<file path="config.mk">
export PLATFORM = sky130hd
export DESIGN_NAME = neuron_activation_div
export DESIGN_NICKNAME = d
export VERILOG_FILES = /design/src/rtl/neuron_pkg.sv /design/src/rtl/frac_divider.sv /design/src/rtl/neuron_activation_div.sv
export SDC_FILE = /design/constraint.sdc
export NUM_CORES = 1
export LEC_CHECK = 0
export BUFFER_PORTS_ARGS = -buffer_cell sky130_fd_sc_hd__buf_2
export CAP_MARGIN = 20
export CORE_ASPECT_RATIO = 0.8
export CORE_MARGIN = 5
export CORE_UTILIZATION = 44
export DETAILED_ROUTE_END_ITERATION = 8
export PLACE_DENSITY = 0.67
export SYNTH_ARGS = -nofsm -noshare
export SYNTH_HDL_FRONTEND = slang
export SYNTH_SLANG_ARGS = --single-unit
</file>
<file path="constraint.sdc">
create_clock -name clk -period 3.4 [get_ports clk]
set_input_delay 0.51 -clock clk [delete_from_list [all_inputs] [get_ports clk]]
set_output_delay 0.51 -clock clk [all_outputs]
set_load 0.1 [all_outputs]
</file>
<file path="src/rtl/neuron_pkg.sv">
// ============================================================================
// neuron_pkg : shared constants, data type and state encoding for the
//              activation/division stage.  Rev 1.0
// ============================================================================
`default_nettype none

package neuron_pkg;

   localparam int N_WIDTH = 15;
   localparam int N_FRAC  = 12;
   localparam int FIX_ONE = 1 << N_FRAC;

   typedef logic signed [N_WIDTH:0] fix_t;

   typedef enum logic [1:0] {
      ST_IDLE = 2'd0,
      ST_DIV  = 2'd1,
      ST_FIN  = 2'd2
   } state_t;

endpackage

`default_nettype wire

</file>
<file path="src/rtl/frac_divider.sv">
// ============================================================================
// frac_divider : unsigned radix-2 restoring fractional divider, one quotient
//                bit per step.  Rev 1.0
// ============================================================================
`default_nettype none

module frac_divider
   import neuron_pkg::*;
#(
   parameter int WIDTH = N_WIDTH,
   parameter int FRAC  = N_FRAC
) (
   input  logic             clk,
   input  logic             reset,
   input  logic             load_i,
   input  logic             step_i,
   input  logic [WIDTH+1:0] r_init_i,
   input  logic [WIDTH:0]   d_i,
   output logic [FRAC-1:0]  q_o,
   output logic             last_o
);

   localparam int CNT_W = $clog2(FRAC + 1);

   logic [WIDTH+1:0] r_q, r_d, w_r2, w_dext;
   logic [WIDTH:0]   d_q, d_d;
   logic [FRAC-1:0]  q_q, q_d;
   logic [CNT_W-1:0] cnt_q, cnt_d;

   // r < d < 2^15 always holds, so the shift cannot lose a set bit
   assign w_r2   = r_q << 1;
   assign w_dext = {1'b0, d_q};

   always_comb begin
      r_d   = r_q;
      d_d   = d_q;
      q_d   = q_q;
      cnt_d = cnt_q;
      if (load_i) begin
         r_d   = r_init_i;
         d_d   = d_i;
         q_d   = '0;
         cnt_d = '0;
      end else if (step_i) begin
         if (w_r2 >= w_dext) begin
            r_d = w_r2 - w_dext;
            q_d = {q_q[FRAC-2:0], 1'b1};
         end else begin
            r_d = w_r2;
            q_d = {q_q[FRAC-2:0], 1'b0};
         end
         cnt_d = cnt_q + 1'b1;
      end
   end

   always_ff @(posedge clk or posedge reset) begin
      if (reset) begin
         r_q   <= '0;
         d_q   <= '0;
         q_q   <= '0;
         cnt_q <= '0;
      end else begin
         r_q   <= r_d;
         d_q   <= d_d;
         q_q   <= q_d;
         cnt_q <= cnt_d;
      end
   end

   assign q_o    = q_q;
   assign last_o = (cnt_q == CNT_W'(FRAC - 1));

endmodule

`default_nettype wire

</file>
<file path="src/rtl/neuron_activation_div.sv">
// ============================================================================
// neuron_activation_div : tanh = sinh/cosh via sequential division, or
//                         linear bypass, with saturation and overrun flags.
//                         Rev 1.0
// ============================================================================
`default_nettype none

module neuron_activation_div
   import neuron_pkg::*;
#(
   parameter int WIDTH = N_WIDTH,
   parameter int FRAC  = N_FRAC
) (
   input  logic               clk,
   input  logic               reset,
   input  logic               in_valid,
   input  logic               af_en,
   input  logic signed [WIDTH:0] sinh_in,
   input  logic signed [WIDTH:0] cosh_in,
   input  logic signed [WIDTH:0] lin_in,
   output logic signed [WIDTH:0] act_out,
   output logic               out_valid,
   output logic               busy,
   output logic               sat,
   output logic               overrun
);

   localparam logic signed [WIDTH:0] c_POS_ONE = (WIDTH+1)'(FIX_ONE);
   localparam logic signed [WIDTH:0] c_NEG_ONE = -c_POS_ONE;
   localparam logic signed [WIDTH:0] c_MIN     = {1'b1, {WIDTH{1'b0}}};
   localparam logic        [WIDTH:0] c_MAX_U   = {1'b0, {WIDTH{1'b1}}};

   state_t                  state_q, state_d;
   logic signed [WIDTH:0]   act_q, act_d;
   logic                    out_valid_q, out_valid_d;
   logic                    sat_q, sat_d;
   logic                    overrun_q, overrun_d;
   logic                    sign_q, sign_d;
   logic                    w_load, w_step, w_last;
   logic [FRAC-1:0]         w_q;
   logic [WIDTH:0]          w_abs;
   logic signed [WIDTH:0]   w_qext;

   // most-negative input has no positive twin; clip so it saturates
   assign w_abs  = (sinh_in == c_MIN) ? c_MAX_U
                 : (sinh_in[WIDTH] ? $unsigned(-sinh_in) : $unsigned(sinh_in));
   assign w_qext = $signed({{(WIDTH+1-FRAC){1'b0}}, w_q});

   frac_divider #(.WIDTH(WIDTH), .FRAC(FRAC)) u_div (
      .clk      (clk),
      .reset    (reset),
      .load_i   (w_load),
      .step_i   (w_step),
      .r_init_i ({1'b0, w_abs}),
      .d_i      ($unsigned(cosh_in)),
      .q_o      (w_q),
      .last_o   (w_last)
   );

   always_comb begin
      state_d     = state_q;
      act_d       = act_q;
      sat_d       = sat_q;
      sign_d      = sign_q;
      out_valid_d = 1'b0;
      overrun_d   = 1'b0;
      w_load      = 1'b0;
      w_step      = 1'b0;
      case (state_q)
         ST_IDLE: begin
            if (in_valid) begin
               if (!af_en) begin
                  act_d       = lin_in;
                  sat_d       = 1'b0;
                  out_valid_d = 1'b1;
               end else if (cosh_in <= 0 || w_abs >= $unsigned(cosh_in)) begin
                  act_d       = sinh_in[WIDTH] ? c_NEG_ONE : c_POS_ONE;
                  sat_d       = 1'b1;
                  out_valid_d = 1'b1;
               end else begin
                  w_load  = 1'b1;
                  sign_d  = sinh_in[WIDTH];
                  state_d = ST_DIV;
               end
            end
         end
         ST_DIV: begin
            overrun_d = in_valid;
            w_step    = 1'b1;
            if (w_last) state_d = ST_FIN;
         end
         ST_FIN: begin
            overrun_d   = in_valid;
            act_d       = sign_q ? -w_qext : w_qext;
            sat_d       = 1'b0;
            out_valid_d = 1'b1;
            state_d     = ST_IDLE;
         end
         default: state_d = ST_IDLE;
      endcase
   end

   always_ff @(posedge clk or posedge reset) begin
      if (reset) begin
         state_q     <= ST_IDLE;
         act_q       <= '0;
         out_valid_q <= 1'b0;
         sat_q       <= 1'b0;
         overrun_q   <= 1'b0;
         sign_q      <= 1'b0;
      end else begin
         state_q     <= state_d;
         act_q       <= act_d;
         out_valid_q <= out_valid_d;
         sat_q       <= sat_d;
         overrun_q   <= overrun_d;
         sign_q      <= sign_d;
      end
   end

   assign act_out   = act_q;
   assign out_valid = out_valid_q;
   assign sat       = sat_q;
   assign overrun   = overrun_q;
   assign busy      = (state_q != ST_IDLE);

endmodule

`default_nettype wire
</file>
# After elaboration in Yosys (flattened, before gate mapping)

Cells that the tools add are included.

Add/subtract/negate cells: 4
Reductions and logical operators: 9
Muxes and demuxes: 35
Magnitude comparators: 3
Bitwise operators: 1
Equal/unequal tests: 9

Operator list:

| cell                   | count |
|---|---|
| $mux W16               | 10 |
| $pmux W16 S2           | 1 |
| $mux W12               | 2 |
| $ge A17 B16 Y1         | 1 |
| $eq A16 B16 Y1 const B | 1 |
| $ge A16 B16 Y1         | 1 |
| $le A16 B1 Y1 const B  | 1 |
| $neg A12 Y16           | 1 |
| $neg A16 Y16           | 1 |
| $sub A16 B16 Y16       | 1 |
| $mux W1                | 13 |
| $mux W2                | 4 |
| $mux W4                | 2 |
| $reduce_and A4 Y1      | 2 |
| $ne A2 B2 Y1 const B   | 3 |
| $reduce_bool A2 Y1     | 3 |
| $add A4 B1 Y4 const B  | 1 |
| $eq A4 B4 Y1 const B   | 1 |
| $pmux W1 S2            | 2 |
| $pmux W2 S2            | 1 |
| $ne A3 B3 Y1 const B   | 1 |
| $reduce_and A3 Y1      | 1 |
| $eq A2 B1 Y1 const B   | 1 |
| $eq A2 B2 Y1 const B   | 1 |
| 5 further kinds        | 5 |

Input bits: 52
Flip-flop bits (word level): 70
Word-level logic and storage cells: 71

# Longest topological paths before layout

Gate-level depths: netlist of run 1.

Depth in word-level cells: 10
Gate-level depth with buffers: 19
Gate-level depth less buffers: 16

# Modules after synthesis

Synthesis of run 1 repeated with hierarchy kept, for this count alone.

Cells, all modules: 636
Area, all modules: 5532.8 µm²

Modules (own cells, without submodules):

| module                | cells an instance | area each (µm²) | instances | seq. area each (µm²) |
|---|---|---|---|---|
| frac_divider          | 368               | 3223.1          | 1         | 1201.2 |
| neuron_activation_div | 268               | 2309.7          | 1         | 550.5 |

# Worst setup path after synthesis of run 1

No wires, ideal clock.

Path kind: input to register
From: input sinh_in[9]
To: register act_q[10], in the netlist act_out[10]
Arrival: 3644 ps
Path buffers: 1
Library setup time: 128 ps
Stages on the path: 13
Slack: -372 ps
Cells stage by stage: or4_1 -> or4_1 -> a211oi_1 -> a31oi_1 -> ha_1 -> nand4_1 -> o21ai_0 -> a21oi_1 -> a21boi_2 -> o21bai_2 -> o21ai_2 -> buf_2 -> mux2_1

Word-level cells in the longest chain between the ends: 7
Elaborated cells between the ends (all ways): 8
Classes of those cells: add/sub: 1; order compare: 1; eq/ne: 2; mux: 2; reduce/logical: 2

RTL lines:

| what                            | line                         | RTL |
|---|---|---|
| start: declaration              | neuron_activation_div.sv:18  | `input logic signed [WIDTH:0] sinh_in,` |
| $neg A16 Y16                    | neuron_activation_div.sv:46  | `: (sinh_in[WIDTH] ? $unsigned(-sinh_in) : $unsigned(sinh_in));` |
| $mux W16                        | neuron_activation_div.sv:46  |  |
| $mux W16 (*)                    | neuron_activation_div.sv:45  | `assign w_abs = (sinh_in == c_MIN) ? c_MAX_U` |
| $ge A16 B16 Y1 (*)              | neuron_activation_div.sv:76  | `end else if (cosh_in <= 0 \|\| w_abs >= $unsigned(cosh_in)) begin` |
| $logic_or A1 B1 Y1 (*)          | neuron_activation_div.sv:76  |  |
| $ne A3 B3 Y1 (no line) (*)      | n/a                          |  |
| $reduce_and A3 Y1 (no line) (*) | n/a                          |  |
| end signal: assignment          | neuron_activation_div.sv:113 | `act_q <= act_d;` |
| end: declaration                | neuron_activation_div.sv:34  | `logic signed [WIDTH:0] act_q, act_d;` |

Every way passes the cells marked *; elsewhere a longest branch is shown, timed or not.
A chain may end at the register's enable or synchronous reset.

# Final worst setup path of run 1

From: input sinh_in[8]
To: register act_q[1], in the netlist act_out[1]

Same word-level chain as after synthesis.

==> results of run 1 <==
## layout make-up
class / count / area, um^2
fill: 949 / 4340
multi-input combinational: 429 / 3550
sequential: 70 / 1750
timing repair buffer: 145 / 1100
clock buffer: 11 / 243
inverter: 52 / 195
tap: 148 / 185
clock inverter: 5 / 65.1
antenna: 1 / 2.50
## power breakdown
group          leakage, nW  switching (W)  internal (W)
Clock                0.151       0.000381      0.000596
Sequential           0.848       0.000306       0.00124
Combinational         2.42        0.00310       0.00209
## metal layers
layer	vias up	global-route usage (%)	part of all wire, %
li1	2304	-	-
met1	2430	27.9	43
met2	127	35.0	50
met3	31	4.42	4.7
met4	0	7.71	2.4
met5	-	0	0
## flip-flops by register name (all words and copies together) (netlist names)
register     flops
u_div.r_q       16
sat              1
state_q          2
overrun          1
act_out         16
sign_q           1
u_div.q_o       12
out_valid        1
u_div.cnt_q      4
u_div.d_q       16
## worst min-delay path by stage
stage	from	to	slack, ns	cells past startpoint
floorplan	u_div.d_q[15]$_DFFE_PP0P_	u_div.d_q[15]$_DFFE_PP0P_	0.46	2
global placement	act_out[8]$_DFFE_PP0P_	act_out[8]$_DFFE_PP0P_	0.47	1
detailed placement	act_out[7]$_DFFE_PP0P_	act_out[7]$_DFFE_PP0P_	0.48	1
CTS	reset	u_div.r_q[14]$_DFFE_PP0P_	0.40	2
global route	cosh_in[2]	u_div.d_q[2]$_DFFE_PP0P_	0.44	3
finish	reset	u_div.r_q[14]$_DFFE_PP0P_	0.37	2
## logic make-up (layout without fill, tap and decap cells)
group           Yosys count  after routing  synth area share (%)
fa+ha+maj                40             40                  9.95
mux                      41             41                  8.53
flops                    70             70                  34.3
buf+inv                  75            213                  5.86
compound gates          149            150                  20.2
simple gates            163            163                  15.1
other cells               0              1                     0
xor+xnor                 35             35                  6.01
## synth_stat cells (6+ instances only)
cell      count  area, um^2
nand2_1      57         214
ha_1         39         488
nor2b_1       6        37.5
nor3_1        7        35.0
a21o_1       18         135
dfrtp_1      70        1750
mux2_2        8        90.1
o21ai_0      36         180
o31ai_1       9        67.6
mux2i_1      24         240
inv_1        52         195
a21oi_1      21         105
mux2_1        8        90.1
nand2b_1      7        43.8
a211oi_1     14         105
nor4_1        7        43.8
nor2_1       46         173
clkbuf_1     15        56.3
xnor2_1      14         123
xor2_1       21         184
## per-stage QoR
step	setup WS [ns]	setup TNS, ns
CTS	-0.0649	-1.19
floorplan	-0.144	-1.16
global route	-0.309	-13.40
finish	-0.235	-7.45
detailed placement	-0.491	-22.81
global placement	-0.359	-14.50
## what timing repair did
action	in CTS	in global routing
buffers inserted	15	5
setup endpoints to repair	31	68
pin swaps	30	25
hold buffers	0	0
resized for setup	62	76
gates cloned	3	3
==> results.ini, run 1 <==
[cells_and_area]
postLayoutCellArea_um2=7090
syn_to_final_growth_pct=39.0
final_util_pct=62.1
drive_gt1_share_pct=36.7
finalNonFillerCells=861
final_cell_mix=70 x dfrtp_1, 70 x buf_2, 51 x inv_1, 50 x buf_4, 44 x nor2_1
final_nets=799

[cts]
cts_tree=built
clockBufferDepth=2
cts-root-buf=clkbuf_16
worst_skew_pair.late_latency_ns=0.34
clock_sinks=70
numCtsBuffers=9
cts-htree-levels=3
clk_pin_slew_ns=0.06

[floorplan]
start_util_pct=44.7
num_io_pins=72
die_w_um=130
fp.dieH_um=106
rows=35
coreArea_um2=11400
die_area_um2=13900

[grt]
grt_usage_pct=21.4
grt_pass1_wl_um=23700
grt_max_degree=40
grt_pass1_vias=4861
antenna_found_initial=1
overflow=0

[critical_path]
endpoint_kind=register
cp.depth=13
crit_fanout=8
path_buf_inv=1
start_kind=primary input
r2r_slack_ns=0.38
reg2reg_from=u_div.r_q[1]$_DFFE_PP0P_
crit_end=act_out[1]$_DFFE_PP0P_
startpoint=sinh_in[8]
crit_family=simple AND/OR/NAND/NOR gates
worstSetupPathType=primary input to register
critPathMaxStageDelay_ns=0.57
cp.arrival_ns=3.86
required_ns=3.62
reg2reg_depth=11
crit_slowest_cell=or4_4
path_cells=buf_6 > or4_4 > or4_4 > a211oi_4 > a31oi_2 > ha_1 > nand4_1 > o21ai_2 > a21oi_2 > a21boi_4 > o21bai_4 > o21ai_4 > mux2_2
rr_endpoint=u_div.r_q[12]$_DFFE_PP0P_
worst_path_most_repeated_cell=or4_4

[yosys]
synth_area_um2=5100
synth-main-ff-cell=dfrtp_1
synth-edff-count=0
ys_warn_count=0
synth-async-reset-ratio_pct=100
yosysUniqueCellTypes=65
syn_nets=665
ys_ff_latch=70
syn_inst=573
synth_seq_area_share_pct=34.3
post_synth.cell_area_avg_um2=8.91

[sta]
hold_viol_final=0
max_freq_ghz=0.275
min_period_ns=3.63
fin_skew_ns=0.0128
rsz0062_at_grt=true
fin_ws_ns=-0.235
tightest_slew_ns=0.905
fin_crit_sh_pct=107
hold-worst-slack_ns=0.373
drv_slew=0
setup_violations=68
slew-limit-headroom_pct=39.6

[placement]
placed_area_um2=5990
portBuffers=71
dp_cells=821
dp_hpwl_um=10300
place_congestion=0.890

[worst_hold_path]
hp-class=primary input to async pin

[drt]
drt-wirelength-per-cell_um=18.0
drc_errors=0
first_pass_iters=5
drt_iter0_drc=325
ant_nets=0
drt-total-wl_um=15500
via_count=4892
vias_per_cell=5.68

[power_and_ir_drop]
power.density_nw_per_um2=1090
leakagePower_nw=3.42
max-vdd-ir-drop_v=0.000421
power.total_w=0.00771

[job]
max_cap_violations=0

[run_status]
violations=negative setup slack
outcome=complete, but fails checks

Note: power is estimated with default switching activity, not from simulation.
==> run 2: changes to the inputs <==
--- a/config.mk
+++ b/config.mk
@@ -12,6 +12,7 @@
 export CORE_UTILIZATION = 44
 export DETAILED_ROUTE_END_ITERATION = 8
 export PLACE_DENSITY = 0.67
+export SETUP_SLACK_MARGIN = 0.1
 export SYNTH_ARGS = -nofsm -noshare
 export SYNTH_HDL_FRONTEND = slang
 export SYNTH_SLANG_ARGS = --single-unit
==> run 2 against run 1 <==
Effect of this change:
- the run now ends clean
- maximum frequency grew 7.1%
- cell count up 0.46%
- critical path depth did not move
- first-iteration DRC count is 18% lower
- register-to-register slack improved by 0.05 ns
- combinational power down 1%
- total power fell by 0.95%
- clock power decreased by 1%
- cell area decreased by 3.1%
- core utilization shrank 1.9 points
- sequential power about the same
- via count shrank 2.9%
- critical path type unchanged
- largest cell class unchanged
==> results.ini, run 2 (synthesized netlist as in run 1, its figures left out) <==
[critical_path]
cp.arrival_ns=3.62  ; was 3.86 ns
start_kind=primary input  ; unchanged
worstSetupPathType=primary input to register  ; unchanged
endpoint_kind=register  ; unchanged
required_ns=3.62  ; about the same
crit_fanout=8  ; unchanged

[cts]
cts_tree=built  ; unchanged
numCtsBuffers=9  ; unchanged
clock_sinks=70  ; unchanged
clockBufferDepth=2  ; unchanged
cts-htree-levels=3  ; unchanged
cts-root-buf=clkbuf_16  ; unchanged
worst_skew_pair.late_latency_ns=0.34  ; about the same
clk_pin_slew_ns=0.06  ; about the same

[sta]
min_period_ns=3.39  ; was 3.63 ns
drv_slew=0  ; unchanged
slew-limit-headroom_pct=40.7  ; was 39.6%
tightest_slew_ns=0.887  ; was 0.905 ns
setup_violations=0  ; was 68
fin_skew_ns=0.0124  ; was 0.0128 ns
max_freq_ghz=0.295  ; was 0.275 GHz
fin_ws_ns=0.00758  ; was -0.235 ns
rsz0062_at_grt=true  ; unchanged
hold-worst-slack_ns=0.304  ; was 0.373 ns
fin_crit_sh_pct=99.8  ; was 107%
hold_viol_final=0  ; unchanged

[cells_and_area]
fill_cells=968  ; was 949
final_nets=803  ; was 799
drive_gt1_share_pct=33.4  ; was 36.7%
syn_to_final_growth_pct=34.7  ; was 39.0%
final_cell_mix=70 x dfrtp_1, 70 x buf_2, 66 x buf_4, 51 x inv_1, 49 x nand2_1  ; was 70 x dfrtp_1, 70 x buf_2, 51 x inv_1, 50 x buf_4, 44 x nor2_1
finalNonFillerCells=865  ; was 861

[placement]
dp_cells=831  ; was 821
dp_hpwl_um=10300  ; about the same
portBuffers=71  ; unchanged
place_congestion=0.841  ; was 0.890
pre_cts_ws_ns=-0.458  ; was -0.491 ns

[grt]
grt_pass1_vias=4847  ; was 4,861
antenna_found_initial=1  ; unchanged
overflow=0  ; unchanged
grt_usage_pct=20.9  ; was 21.4%
grt_max_degree=35  ; was 40
grt_pass1_wl_um=23400  ; was 23,700 um

[floorplan]
die_w_um=130  ; unchanged
coreArea_um2=11400  ; unchanged
fp.dieH_um=106  ; unchanged
num_io_pins=72  ; unchanged
rows=35  ; unchanged
start_util_pct=44.7  ; unchanged
die_area_um2=13900  ; unchanged

[run_status]
outcome=complete, no violations  ; was complete, but fails checks

[power_and_ir_drop]
max-vdd-ir-drop_v=0.000528  ; was 0.000421 V
leakagePower_nw=3.36  ; was 3.42 nW
power.density_nw_per_um2=1110  ; was 1090 nW/um^2

[drt]
drt_iter0_drc=268  ; was 325
vias_per_cell=5.49  ; was 5.68
via_count=4748  ; was 4,892
ant_nets=0  ; unchanged
first_pass_iters=5  ; unchanged
drt-total-wl_um=14300  ; was 15,500 um
drc_errors=0  ; unchanged
drt-wirelength-per-cell_um=16.6  ; was 18.0 um

[worst_hold_path]
hp-class=primary input to async pin  ; unchanged

[job]
max_cap_violations=0  ; unchanged

==> run 2: cell count changes in the layout (fill, tap and decap cells not counted), sizes merged <==
| cell | before | now |
|---|---|---|
| clkbuf | 14 | 11 |
| clkinvlp | 0 | 1 |
| buf | 142 | 148 |
==> run 2: final cells by class <==
class	count	area (um^2)	area share, %
Antenna cell	1	2.50	0.0364
Clock buffer	10	229	3.33
Inverter	52	195	2.84
Sequential cell	70	1750	25.5
Timing Repair Buffer	149	1040	15.2
Multi-Input combinational cell	429	3400	49.4
Tap cell	148	185	2.69
Clock inverter	6	68.8	1.00
==> run 2: metal layers <==
| layer | vias to the layer above | part of all wire, % | track usage [%] |
|---|---|---|---|
| met5 | - | 0 | 0 |
| met4 | 0 | 2.6 | 6.83 |
| met3 | 32 | 3.7 | 3.62 |
| met2 | 114 | 48 | 33.8 |
| met1 | 2296 | 46 | 28.4 |
| li1 | 2306 | - | - |
==> run 2: critical path, cell delays in order <==
cell,delay (ns)
buf_6,0.09
or4_4,0.58
or4_4,0.51
a211oi_2,0.18
a31oi_1,0.08
ha_1,0.35
nand4_1,0.12
nor2_1,0.15
a21oi_2,0.10
a21boi_4,0.26
o21bai_4,0.13
o21ai_4,0.19
mux2_4,0.35
==> run 2: timing repair <==
item	in CTS	in global routing
pin swaps	13	9
gates cloned	1	2
setup buffers	12	3
endpoints found under the setup margin	58	68
hold buffers	0	0
resized for setup	26	56
==> run 2: power breakdown <==
part           internal (W)  switching [W]
clock network      0.000574       0.000390
logic               0.00208        0.00304
registers           0.00124       0.000302
==> run 2: path summary, 6_finish.rpt <==
| check | depth (start not counted) | end | slack, ns | startpoint |
|---|---|---|---|---|
| min in group clk | 3 | u_div.d_q[9]$_DFFE_PP0P_ | 0.43 | cosh_in[9] |
| hold reg to reg | 2 | u_div.d_q[15]$_DFFE_PP0P_ | 0.50 | u_div.d_q[15]$_DFFE_PP0P_ |
| setup / recovery | 13 | act_out[14]$_DFFE_PP0P_ | 0.008 | sinh_in[8] |
| max in group asynchronous | 3 | u_div.r_q[9]$_DFFE_PP0P_ | 2.32 | reset |
| setup reg to reg | 10 | u_div.r_q[1]$_DFFE_PP0P_ | 0.43 | u_div.r_q[1]$_DFFE_PP0P_ |
| hold / removal | 2 | act_out[12]$_DFFE_PP0P_ | 0.30 | reset |
==> run 2: per-stage QoR <==
| step | utilization (%) | total power (W) | TNS [ns] | cell area, um^2 |
|---|---|---|---|---|
| 2_1_floorplan | - | 0.00533 | -1.20 | 5220 |
| 3_3_place_gp | 53.6 | 0.00612 | -18.28 | 6120 |
| 3_5_place_dp | 53.6 | 0.00627 | -22.10 | 6120 |
| 4_1_cts | 58.1 | 0.00741 | 0 | 6650 |
| 5_1_grt | 60.2 | 0.00821 | -5.48 | 6880 |
| 6_report | 60.2 | 0.00764 | 0 | 6880 |
==> run 3: changes to the inputs <==
--- a/config.mk
+++ b/config.mk
@@ -11,8 +11,9 @@
 export CORE_MARGIN = 5
 export CORE_UTILIZATION = 44
 export DETAILED_ROUTE_END_ITERATION = 8
-export PLACE_DENSITY = 0.67
+export PLACE_DENSITY = 0.66
 export SETUP_SLACK_MARGIN = 0.1
 export SYNTH_ARGS = -nofsm -noshare
 export SYNTH_HDL_FRONTEND = slang
+export SYNTH_HIERARCHICAL = 1
 export SYNTH_SLANG_ARGS = --single-unit
==> run 3 against run 2 <==
Effect of this change:
- the run now ends with negative setup slack left
- largest cell class unchanged
- cell area increased by 13%
- setup slack got worse by 0.14 ns
- cell count rose by 11%
==> results.ini, run 3 <==
[run_status]
violations=negative setup slack
outcome=complete, but fails checks  ; was complete, no violations

[sta]
hold_viol_final=0  ; unchanged
max_freq_ghz=0.283  ; was 0.295 GHz
rsz0062_at_grt=true  ; unchanged
hold-worst-slack_ns=0.385  ; was 0.304 ns
drv_slew=0  ; unchanged
min_period_ns=3.53  ; was 3.39 ns
fin_ws_ns=-0.131  ; was 0.00758 ns
fin_crit_sh_pct=104  ; was 99.8%
setup_violations=51  ; was 0
fin_skew_ns=0.00711  ; was 0.0124 ns
slew-limit-headroom_pct=36.7  ; was 40.7%
tightest_slew_ns=0.950  ; was 0.887 ns

[power_and_ir_drop]
power.total_w=0.00796  ; was 0.00764 W
max-vdd-ir-drop_v=0.000638  ; was 0.000528 V
power.density_nw_per_um2=1030  ; was 1110 nW/um^2
leakagePower_nw=3.57  ; was 3.36 nW

[critical_path]
rr_endpoint=u_div/r_q[1]$_DFFE_PP0P_  ; was u_div.r_q[1]$_DFFE_PP0P_
crit_slowest_cell=or3_4  ; was or4_4
crit_fanout=7  ; was 8
r2r_slack_ns=0.65  ; was 0.43 ns
critPathMaxStageDelay_ns=0.41  ; was 0.58 ns
endpoint_kind=register  ; unchanged
cp.arrival_ns=3.75  ; was 3.62 ns
reg2reg_from=u_div/r_q[7]$_DFFE_PP0P_  ; was u_div.r_q[1]$_DFFE_PP0P_
worstSetupPathType=primary input to register  ; unchanged
path_cells=buf_8 > nor4_4 > nand4b_1 > buf_6 > nor3_4 > buf_4 > nor3_1 > ha_1 > nand4_2 > or3_4 > o31a_4 > nand2_4 > nor2_4 > buf_12 > buf_6 > buf_4 > a21oi_4 > o21a_1 > nand2_1  ; was buf_6 > or4_4 > or4_4 > a211oi_2 > a31oi_1 > ha_1 > nand4_1 > nor2_1 > a21oi_2 > a21boi_4 > o21bai_4 > o21ai_4 > mux2_4
required_ns=3.61  ; was 3.62 ns
start_kind=primary input  ; unchanged
reg2reg_depth=7  ; was 10

[cells_and_area]
final_nets=875  ; was 803
final_cell_mix=70 x dfrtp_1, 70 x buf_2, 70 x buf_4, 53 x inv_1, 47 x nand2_1  ; was 70 x dfrtp_1, 70 x buf_2, 66 x buf_4, 51 x inv_1, 49 x nand2_1
postLayoutCellArea_um2=7750  ; was 6880 um^2
diodes=0  ; was 1
finalNonFillerCells=959  ; was 865
syn_to_final_growth_pct=40.3  ; was 34.7%
drive_gt1_share_pct=36.9  ; was 33.4%

[drt]
drt-total-wl_um=18200  ; was 14,300 um
via_count=5542  ; was 4,748
drc_errors=0  ; unchanged
first_pass_iters=5  ; unchanged
vias_per_cell=5.78  ; was 5.49
drt-wirelength-per-cell_um=19.0  ; was 16.6 um
ant_nets=0  ; unchanged
drt_iter0_drc=462  ; was 268

[cts]
clk_pin_slew_ns=0.06  ; about the same
cts_hold_buf=0  ; unchanged
clockBufferDepth=2  ; unchanged
worst_skew_pair.late_latency_ns=0.34  ; about the same
clock_sinks=70  ; unchanged
cts-root-buf=clkbuf_16  ; unchanged
cts-htree-levels=3  ; unchanged
cts_tree=built  ; unchanged
numCtsBuffers=9  ; unchanged

[placement]
place_congestion=0.995  ; was 0.841
dp_cells=918  ; was 831
placed_area_um2=6600  ; was 6120 um^2
pre_cts_ws_ns=-0.615  ; was -0.458 ns
portBuffers=71  ; unchanged
dp_hpwl_um=12800  ; was 10,300 um

[yosys]
ys_warn_count=6  ; was 0
synth_area_um2=5530  ; was 5100 um^2
syn_inst=635  ; was 573
syn_nets=727  ; was 665
post_synth.cell_area_avg_um2=8.71  ; was 8.91 um^2

[floorplan]
die_w_um=135  ; was 130 um
start_util_pct=45.1  ; was 44.7%
rows=36  ; was 35
coreArea_um2=12300  ; was 11,400 um^2
num_io_pins=72  ; unchanged
fp.dieH_um=110  ; was 106 um
die_area_um2=14900  ; was 13,900 um^2

[grt]
antenna_found_initial=0  ; was 1
grt_usage_pct=23.8  ; was 20.9%
grt_pass1_wl_um=28200  ; was 23,400 um
overflow=0  ; unchanged
grt_max_degree=43  ; was 35
grt_pass1_vias=5544  ; was 4,847

[job]
max_cap_violations=0  ; unchanged

[worst_hold_path]
hp-class=primary input to async pin  ; unchanged

-- run 3: cell type report --
type / count / area (um^2)
Timing Repair Buffer: 170 / 1320
Fill cell: 963 / 4500
Multi-Input combinational cell: 478 / 3970
Inverter: 54 / 203
Clock buffer: 10 / 229
Clock inverter: 6 / 70.1
Sequential cell: 70 / 1750
Tap cell: 171 / 214
-- run 3: what timing repair did --
item / 4_1_cts / 5_1_grt
cloned: 4 / 1
endpoints found under the setup margin: 63 / 68
resized for setup: 117 / 45
pin swaps: 29 / 14
setup buffers: 20 / 2
-- run 3: worst max-delay path by stage --
stage,startpoint,to,slack (ns),cells past startpoint
global route,sinh_in[7],u_div/q_o[7]$_DFFE_PP0P_,-0.25,19
detailed placement,sinh_in[6],sat$_DFFE_PP0P_,-0.62,15
CTS,sinh_in[6],act_out[9]$_DFFE_PP0P_,-0.07,15
finish,sinh_in[7],u_div/r_q[10]$_DFFE_PP0P_,-0.13,19
floorplan,sinh_in[6],u_div/r_q[1]$_DFFE_PP0P_,-0.14,14
global placement,sinh_in[6],sat$_DFFE_PP0P_,-0.59,15
-- run 3: layer usage --
metal | up-vias | GRT usage, % | routed length, um
met1 | 2732 | 32.2 | 8130
li1 | 2588 | - | -
met4 | 0 | 5.90 | 343
met2 | 187 | 39.0 | 8620
met5 | - | 0 | 0
met3 | 35 | 5.40 | 1140
-- run 3: stage by stage --
step	util (%)	TNS [ns]
2_1_floorplan	-	-3.48
3_5_place_dp	53.8	-25.28
5_1_grt	63.3	-10.47
4_1_cts	61.6	-1.03
3_3_place_gp	53.8	-19.94
6_report	63.3	-3.86
-- run 3: power breakdown --
group / leakage, nW / switching [W] / internal (W)
sequential: 0.875 / 0.000332 / 0.00123
combinational: 2.55 / 0.00333 / 0.00211
clock: 0.147 / 0.000388 / 0.000574
-- run 3: critical path: cells and delay by family --
kind            cells  cell delay, ns
fa+ha+maj           1            0.33
buf+inv             6            0.83
compound gates      3            0.60
simple gates        9            1.44
